File: config.mk
export PLATFORM = sky130hd
export DESIGN_NAME = fpu_req_scheduler
export DESIGN_NICKNAME = d
export VERILOG_FILES = /design/src/rtl/fpu_req_scheduler.sv
export SDC_FILE = /design/constraint.sdc
export NUM_CORES = 1
export LEC_CHECK = 0
export ABC_AREA = 1
export CORE_ASPECT_RATIO = 1.75
export CORE_UTILIZATION = 30
export DETAILED_ROUTE_END_ITERATION = 6
export DONT_BUFFER_PORTS = 1
export GPL_ROUTABILITY_DRIVEN = 0
export PLACE_DENSITY_LB_ADDON = 0.05
export SYNTH_ARGS = -nofsm -noshare
export SYNTH_HDL_FRONTEND = slang
export SYNTH_SLANG_ARGS = --single-unit
File: constraint.sdc
create_clock -name clk -period 3.2 [get_ports clk]
set_clock_uncertainty 0.15 [all_clocks]
set_input_delay 0.32 -clock clk [delete_from_list [all_inputs] [get_ports clk]]
set_output_delay 0.32 -clock clk [all_outputs]
set_load 0.03 [all_outputs]
File: src/rtl/fpu_req_scheduler.sv
// fpu_req_scheduler
//
// Front end that shares one in-order, pipelined FP16 add/mul core between two requesters.
// Requests (ADD/SUB/MULT) arrive over valid/ready, are arbitrated round-robin and issued to the
// core one per cycle through a registered issue stage. Every accepted request leaves a tag
// {requester_id, err} in a small FIFO. Core results, which come back in issue order, pop the head
// tag and are routed to the requester named in it. Unsupported opcodes are never issued: their
// tag is answered with an error response once it reaches the FIFO head.
//
// Ports
//   clk, rst                   clock, synchronous active-high reset
//   req{0,1}_valid/ready       request handshake (accepted when valid & ready)
//   req{0,1}_op                3'b000 ADD, 3'b001 SUB, 3'b010 MULT, anything else unsupported
//   req{0,1}_a, req{0,1}_b     FP16 operands
//   rsp{0,1}_valid             one-cycle response pulse
//   rsp{0,1}_data, _err        FP16 result / unsupported-op flag (held while valid is low)
//   dp_valid, dp_op            issue strobe and operation (0 add, 1 mul) to the core
//   dp_a, dp_b                 core operands (dp_b sign already flipped for SUB)
//   dp_rvalid, dp_result       core result strobe and data, in issue order
//   busy                       tags outstanding or an issue in progress

module fpu_req_scheduler #(
  // Tag FIFO depth = max accepted-but-unanswered ops. Must be a power of two, >= 2.
  parameter int unsigned MAX_INFLIGHT = 4
) (
  input  logic        clk,
  input  logic        rst,

  input  logic        req0_valid,
  output logic        req0_ready,
  input  logic [2:0]  req0_op,
  input  logic [15:0] req0_a,
  input  logic [15:0] req0_b,

  input  logic        req1_valid,
  output logic        req1_ready,
  input  logic [2:0]  req1_op,
  input  logic [15:0] req1_a,
  input  logic [15:0] req1_b,

  output logic        rsp0_valid,
  output logic [15:0] rsp0_data,
  output logic        rsp0_err,

  output logic        rsp1_valid,
  output logic [15:0] rsp1_data,
  output logic        rsp1_err,

  output logic        dp_valid,
  output logic        dp_op,
  output logic [15:0] dp_a,
  output logic [15:0] dp_b,
  input  logic        dp_rvalid,
  input  logic [15:0] dp_result,

  output logic        busy
);

  localparam int unsigned PtrW = (MAX_INFLIGHT > 1) ? $clog2(MAX_INFLIGHT) : 1;
  localparam int unsigned CntW = PtrW + 1;
  localparam logic [CntW-1:0] CntFull = CntW'(MAX_INFLIGHT);

  localparam logic [2:0]  OpAdd  = 3'b000;
  localparam logic [2:0]  OpSub  = 3'b001;
  localparam logic [2:0]  OpMul  = 3'b010;
  localparam logic [15:0] ErrNaN = 16'h7E00;

  // ---------------------------------------------------------------------------------------------
  // Tag FIFO state
  // ---------------------------------------------------------------------------------------------
  logic [CntW-1:0]         count_q, count_d;
  logic [PtrW-1:0]         wr_ptr_q, rd_ptr_q;
  logic [MAX_INFLIGHT-1:0] tag_id_q;
  logic [MAX_INFLIGHT-1:0] tag_err_q;

  // Requester that wins a tie; points away from the most recent grant.
  logic prio_q;

  logic fifo_full, fifo_empty;
  logic head_id, head_err;
  logic push, pop;

  assign fifo_full  = (count_q == CntFull);
  assign fifo_empty = (count_q == '0);
  assign head_id    = tag_id_q[rd_ptr_q];
  assign head_err   = tag_err_q[rd_ptr_q];

  // ---------------------------------------------------------------------------------------------
  // Arbitration. Ready looks only at the valids, registered occupancy and the pointer, so a pop
  // in the same cycle never re-opens a full FIFO.
  // ---------------------------------------------------------------------------------------------
  always_comb begin
    req0_ready = 1'b0;
    req1_ready = 1'b0;
    if (!fifo_full) begin
      req0_ready = req0_valid & (~req1_valid | ~prio_q);
      req1_ready = req1_valid & (~req0_valid |  prio_q);
    end
  end

  logic        accept;
  logic        grant_id;
  logic [2:0]  sel_op;
  logic [15:0] sel_a, sel_b;
  logic        sel_err;
  logic        sel_issue;

  assign accept   = req0_ready | req1_ready;
  assign grant_id = req1_ready;

  always_comb begin
    sel_op = req0_op;
    sel_a  = req0_a;
    sel_b  = req0_b;
    if (grant_id) begin
      sel_op = req1_op;
      sel_a  = req1_a;
      sel_b  = req1_b;
    end
  end

  always_comb begin
    sel_err = 1'b1;
    unique case (sel_op)
      OpAdd, OpSub, OpMul: sel_err = 1'b0;
      default:             sel_err = 1'b1;
    endcase
  end

  assign sel_issue = accept & ~sel_err;

  // ---------------------------------------------------------------------------------------------
  // Result path. A core result always belongs to the head tag. An error tag at the head is
  // answered on its own; the core cannot return a result while an error tag sits at the head,
  // because everything ahead of it has already been answered.
  // ---------------------------------------------------------------------------------------------
  assign push = accept;
  assign pop  = ~fifo_empty & (dp_rvalid | head_err);

  always_comb begin
    count_d = count_q;
    unique case ({push, pop})
      2'b10:   count_d = count_q + 1'b1;
      2'b01:   count_d = count_q - 1'b1;
      default: count_d = count_q;
    endcase
  end

  logic [15:0] rsp_data_nxt;
  logic        rsp_err_nxt;

  always_comb begin
    rsp_data_nxt = dp_result;
    rsp_err_nxt  = 1'b0;
    if (!dp_rvalid) begin
      rsp_data_nxt = ErrNaN;
      rsp_err_nxt  = 1'b1;
    end
  end

  // ---------------------------------------------------------------------------------------------
  // State
  // ---------------------------------------------------------------------------------------------
  always_ff @(posedge clk) begin
    if (rst) begin
      count_q    <= '0;
      wr_ptr_q   <= '0;
      rd_ptr_q   <= '0;
      tag_id_q   <= '0;
      tag_err_q  <= '0;
      prio_q     <= 1'b0;
      dp_valid   <= 1'b0;
      dp_op      <= 1'b0;
      dp_a       <= '0;
      dp_b       <= '0;
      rsp0_valid <= 1'b0;
      rsp0_data  <= '0;
      rsp0_err   <= 1'b0;
      rsp1_valid <= 1'b0;
      rsp1_data  <= '0;
      rsp1_err   <= 1'b0;
    end else begin
      count_q <= count_d;

      if (push) begin
        tag_id_q[wr_ptr_q]  <= grant_id;
        tag_err_q[wr_ptr_q] <= sel_err;
        wr_ptr_q            <= wr_ptr_q + 1'b1;
        prio_q              <= ~grant_id;
      end

      if (pop) begin
        rd_ptr_q <= rd_ptr_q + 1'b1;
      end

      // Issue stage: operands only move on a real issue, otherwise they hold.
      dp_valid <= sel_issue;
      if (sel_issue) begin
        dp_op <= (sel_op == OpMul);
        dp_a  <= sel_a;
        dp_b  <= (sel_op == OpSub) ? {~sel_b[15], sel_b[14:0]} : sel_b;
      end

      rsp0_valid <= pop & ~head_id;
      rsp1_valid <= pop &  head_id;
      if (pop && !head_id) begin
        rsp0_data <= rsp_data_nxt;
        rsp0_err  <= rsp_err_nxt;
      end
      if (pop && head_id) begin
        rsp1_data <= rsp_data_nxt;
        rsp1_err  <= rsp_err_nxt;
      end
    end
  end

  assign busy = ~fifo_empty | dp_valid;

endmodule

==> results.json, run 1 <==
{
  "run_status": "completed",
  "cts_resized": 0,
  "seq_area_frac_synth": 0.432,
  "gr-total-overflow": 0,
  "power.share.clock": 0.263,
  "setup.worst_path.start": "count_q[0]",
  "rows": 55,
  "pwr-share-seq": 0.457,
  "antenna_found_initial": 0,
  "synth_edf_count": 0,
  "cp-end-kind": "flip-flop",
  "worstPathCellList": "nor2_2 > nand2_2 > nand2_1 > inv_1 > nor2_2 > buf_4 > inv_2 > nand2_8 > nand2_1 > nand2_1 > nor2_1",
  "cp.required_ns": 3.32,
  "final.min_clock_period_ns": 2.56,
  "grt_pass1_wl_um": 16300,
  "hpwl_um": 7830,
  "final_cells": 726,
  "cts_root_buffer": "clkbuf_16",
  "io_buffers": 0,
  "postCtsSetupBuffers": 0,
  "ant_nets": 0,
  "ys_types": 26,
  "crit_arrival_ns": 2.68,
  "clkTransAtPathRegs_ns": 0.07,
  "max_freq_mhz": 391,
  "coreArea_sq_um": 12900,
  "drt_iter0_drc": 81,
  "setup_viol": 0,
  "swShare": 0.439,
  "routed-via-count": 3436,
  "drc_errors": 0,
  "fin_setup_tns_ns": 0,
  "drtPass1Iterations": 6,
  "n_antenna_cell": 0,
  "p_switching_mw": 1.78,
  "die_x_um": 89.1,
  "total_power_mw": 4.07,
  "p_comb_frac": 0.280,
  "netlist_area_sq_um": 3980,
  "final_common_cell": "nand2_1",
  "cts_made_buffers": 9,
  "critPathCapture": "dp_b[15]",
  "syn-num-nets": 658,
  "mostFrequentLayoutCells": "171 x nand2_1, 86 x dfxtp_1, 68 x a21oi_1, 54 x nand3_1, 34 x inv_1",
  "ff2ff_path_depth": 11,
  "power.density_nw_per_um2": 916,
  "wire_per_inst_um": 15.2,
  "placed_cells": 703,
  "ys_seq_elements": 86,
  "cts_tree": "done",
  "clock_latency_ns": 0.33,
  "clock_path_buffers": 2,
  "ys_warn_count": 0,
  "ff2ff_setup_slack_ns": 0.64,
  "yosys_most_used_dff": "dfxtp_1",
  "maxSlewViolCount": 0,
  "netlist_instances": 561,
  "maxCapViolations": 0,
  "worst-path-max-fanout": 35,
  "vias_per_cell": 4.73,
  "die_area_sq_um": 13800,
  "start_kind": "flip-flop",
  "ios": 164,
  "grt_pass1_vias": 3137,
  "dieHeight_um": 154,
  "critPathMaxStageDelay_ns": 0.47,
  "r2r_end": "dp_b[15]",
  "synth_top_cell_area_share": 0.432,
  "timing.rr.start": "count_q[0]",
  "wl_um": 11000,
  "hold_viol": 0,
  "grt_usage": 0.157,
  "rsz0062_at_grt": "no",
  "yosysTopAreaCell": "dfxtp_1",
  "crit_type": "reg2reg",
  "fin_util": 0.343,
  "crit_path_frequent_cell": "nand2_1",
  "htree_levels": 3,
  "synth-async-reset-ratio": 0,
  "fin_crit_sh": 0.799,
  "slew_headroom": 0.472,
  "worst_pin_slew_ns": 0.791,
  "cts_num_sinks": 86,
  "ir_drop_mv": 0.307,
  "synth_area_leaders": "dfxtp_1 43%, nand2_1 16%, a21oi_1 8.5%, nand3_1 6.8%, o21ai_0 3.9%",
  "fin_nets": 647,
  "p_leak_nw": 1.86,
  "area_growth_pct": 11.6,
  "internal_power_mw": 2.28,
  "slowest_stage": "inv_2",
  "hold_class": "in2reg",
  "grt_max_degree": 58,
  "avgSynthCellArea_sq_um": 7.10,
  "drive_gt1_frac": 0.112,
  "start_util": 0.308
}
[power by group through the flow]
stage	Clock, mW	Sequential, mW	Combinational, mW
after floorplan	0	1.82	0.955
after global placement	0	1.89	1.13
after detailed placement	0	1.89	1.14
after CTS	1.11	1.87	1.17
after global routing	1.16	1.90	1.31
final	1.07	1.86	1.14
[cell usage after synthesis, types with 7 or more instances]
library cell	instances
clkbuf_1	12
nand2_1	171
nor2_1	28
or2_2	7
a21oi_2	8
buf_2	11
nand2_2	15
o21ai_0	31
inv_1	34
a21oi_1	68
nand3_1	54
dfxtp_1	86
[layout make-up]
class	instances	area (sq um)
inverters	37	139
clock buffers	9	225
clock inverters	7	80.1
repair buffers	13	133
fillers	1434	8490
multi-input cells	403	1930
well taps	171	214
flip-flops and latches	86	1720
[state kept, by name (all words and copies together) (netlist names), 2 cells and up]
| signal | flops |
|---|---|
| rsp1_data | 16 |
| dp_b | 16 |
| rsp0_data | 16 |
| count_q | 3 |
| rd_ptr_q | 2 |
| dp_a | 16 |
| tag_id_q | 4 |
| tag_err_q | 4 |
| wr_ptr_q | 2 |
[worst max-delay path: cells and delay by family, from the launching register on]
kind | cells | cell delay (ns)
buf+inv | 3 | 0.93
flops | 1 | 0.41
simple gates | 8 | 0.97
[per-stage QoR]
step | setup slack [ns] | hold WS [ns] | instance area (sq um)
2_1_floorplan | 0.810 | 0.300 | 3980
3_5_place_dp | 0.617 | 0.248 | 4050
6_report | 0.642 | 0.0170 | 4440
4_1_cts | 0.592 | 0.00281 | 4440
3_3_place_gp | 0.658 | 0.246 | 4050
5_1_grt | 0.401 | 0.0101 | 4440
[cell families (layout without fill, tap and decap cells)]
kind of cell | Yosys count | in the layout | share of synthesized area
buffers and inverters | 72 | 66 | 0.0826
DFF | 86 | 86 | 0.432
AOI/OAI and AO/OA | 110 | 110 | 0.150
adders and majority gates | 6 | 6 | 0.0207
and+or+nand+nor | 287 | 287 | 0.314
[worst min path at each step]
stage,start,to,slack (ns),depth (start not counted)
3_3_place_gp,rst,dp_a[12],0.25,1
3_5_place_dp,rst,dp_a[12],0.25,1
2_1_floorplan,tag_id_q[0],tag_id_q[0],0.30,2
6_report,dp_rvalid,rsp0_data[4],0.02,2
5_1_grt,dp_rvalid,rsp1_data[8],0.01,2
4_1_cts,dp_rvalid,rsp0_data[4],0.003,2
[routing by layer]
| metal | global-route usage | vias to the layer above | part of all wire |
|---|---|---|---|
| met1 | 0.154 | 1530 | 0.38 |
| met2 | 0.301 | 119 | 0.54 |
| met4 | 0.0499 | 0 | 0.010 |
| met5 | 0 | - | 0 |
| met3 | 0.0454 | 8 | 0.078 |
| li1 | - | 1779 | - |
[timing repair]
action                     in CTS  in global routing
setup endpoints to repair       0                  0
hold buffers                    7                  0
hold endpoints to repair       62                  0
No activity file was read; power rests on OpenSTA's default activity.
==> inputs of run 2 (changes only) <==
- clock period: 3.2 -> 2.2 ns (I/O delays scaled with it)
==> run 2 against run 1 <==
Against the previous run: register-to-register slack lost 0.48 ns; cell count grew 9.1%; highest routed layer unchanged; critical path type unchanged; sequential share of layout area shrank 5.2 points; flip-flop and latch count is the same.
==> results.json, run 2 (same netlist as run 1, synthesis figures left out) <==
{
  "run_status": "completed",
  "ios": 164,
  "ir_drop_mv": 0.435,
  "clock_latency_ns": 0.34,
  "crit_family": "adder cells",
  "p_switching_mw": 2.73,
  "clock_path_buffers": 2,
  "vias_per_cell": 4.87,
  "drive_gt1_frac": 0.135,
  "p_comb_frac": 0.304,
  "die_x_um": 89.1,
  "grt_pass1_vias": 3722,
  "rows": 55,
  "cts_num_sinks": 86,
  "num-fill-cells": 1343,
  "grt_max_degree": 59,
  "worstPathCellList": "nor2_2 > nand2_2 > nand2_1 > inv_2 > nor2_4 > ha_2 > fa_2 > a21oi_2 > o21a_1 > o21ai_0 > a21oi_1",
  "drtPass1Iterations": 6,
  "grt_pass1_wl_um": 18400,
  "cts_made_buffers": 9,
  "hold_viol": 0,
  "area_growth_pct": 29.1,
  "maxSlewViolCount": 0,
  "power.share.clock": 0.268,
  "cp-end-kind": "flip-flop",
  "worst_pin_slew_ns": 0.578,
  "hold_class": "in2reg",
  "crit_type": "reg2reg",
  "gr-total-overflow": 0,
  "crit_arrival_ns": 2.16,
  "placed_cells": 712,
  "io_buffers": 0,
  "critPathMaxStageDelay_ns": 0.40,
  "drc_errors": 0,
  "pwr-share-seq": 0.427,
  "swShare": 0.430,
  "path_buf_inv": 1,
  "fin_crit_sh": 0.926,
  "cts_tree": "done",
  "setup_viol": 0,
  "mostFrequentLayoutCells": "169 x nand2_1, 84 x dfxtp_1, 67 x a21oi_1, 60 x dlygate4sd3_1, 54 x nand3_1",
  "fin_util": 0.397,
  "slew_headroom": 0.614,
  "dieHeight_um": 154,
  "cts_root_buffer": "clkbuf_16",
  "grt_usage": 0.175,
  "power.density_nw_per_um2": 1230,
  "n_antenna_cell": 0,
  "fin_nets": 713,
  "hpwl_um": 8010,
  "fin_setup_tns_ns": 0,
  "wl_um": 12300,
  "die_area_sq_um": 13800,
  "slowest_stage": "dfxtp_1",
  "antenna_found_initial": 0,
  "htree_levels": 3,
  "wire_per_inst_um": 15.5,
  "cp.required_ns": 2.32,
  "ant_nets": 0,
  "start_util": 0.308,
  "start_kind": "flip-flop",
  "final_cells": 792,
  "worst-path-max-fanout": 7,
  "clkTransAtPathRegs_ns": 0.07,
  "routed-via-count": 3858,
  "final_common_cell": "nand2_1",
  "maxCapViolations": 0,
  "final.min_clock_period_ns": 2.04,
  "internal_power_mw": 3.62,
  "p_leak_nw": 2.17,
  "coreArea_sq_um": 12900,
  "max_freq_mhz": 491,
  "drt_iter0_drc": 125
}
[run 2: cell types whose count changed in the layout (fill, tap and decap cells not counted), moves of 2 or more]
cell           previous run  this run
inv_2                     3         6
dfxtp_2                   0         2
dlygate4sd3_1             6        60
clkinvlp_4                2         0
inv_1                    34        31
nand2_1                 171       169
buf_4                     6        16
dfxtp_1                  86        84
[run 2: path summary, 6_finish.rpt]
| check | start | endpoint | slack [ns] | cells past startpoint |
|---|---|---|---|---|
| worst max-delay path | count_q[1] | count_q[2] | 0.16 | 11 |
| worst min-delay path | req0_b[9] | dp_b[9] | 0.01 | 4 |
| worst max register to register | count_q[1] | count_q[2] | 0.16 | 11 |
| worst min register to register | tag_id_q[2] | tag_id_q[2] | 0.34 | 2 |
[run 2: power groups by stage]
stage	registers [mW]	clock network, mW	logic (mW)
after floorplan	2.66	0	1.42
after global placement	2.75	0	1.76
after detailed placement	2.75	0	1.78
after CTS	2.72	1.75	1.90
after global routing	2.76	1.82	2.19
final	2.71	1.70	1.93
[run 2: final cells by class]
type                    instances  area (sq um)  area share
clock inverters                 7           104      0.0202
inverters                      37           139      0.0270
clock buffers                   9           225      0.0438
well taps                     171           214      0.0416
multi-input cells             403          1950       0.380
flip-flops and latches         86          1720       0.335
repair buffers                 79           779       0.152
[run 2: metal layers]
metal	wire (um)	GRT usage	vias to the layer above
met4	214	0.0612	0
li1	-	-	1917
met2	6460	0.329	143
met3	897	0.0496	16
met1	4690	0.176	1782
met5	0	0	-
[run 2: worst min-delay path: stages]
cell     delay, ns
nand2_1       0.04
nand2_1       0.05
nand3_1       0.08
a21oi_1       0.06
[run 2: timing repair]
action,4_1_cts,5_1_grt
endpoints found under the setup margin,0,2
gates resized for setup,0,5
buffers inserted,0,3
hold endpoints to repair,75,0
hold buffers,61,0
[run 2: stage by stage]
stage	hold slack (ns)	total power, mW	setup slack (ns)	cell area, sq um
floorplan	0.215	4.08	-0.0237	4000
global placement	0.145	4.51	0.115	4140
detailed placement	0.148	4.53	0.0988	4140
CTS	0.000329	6.37	0.0840	5100
global route	0.0226	6.77	-0.0302	5140
finish	0.00957	6.35	0.162	5140
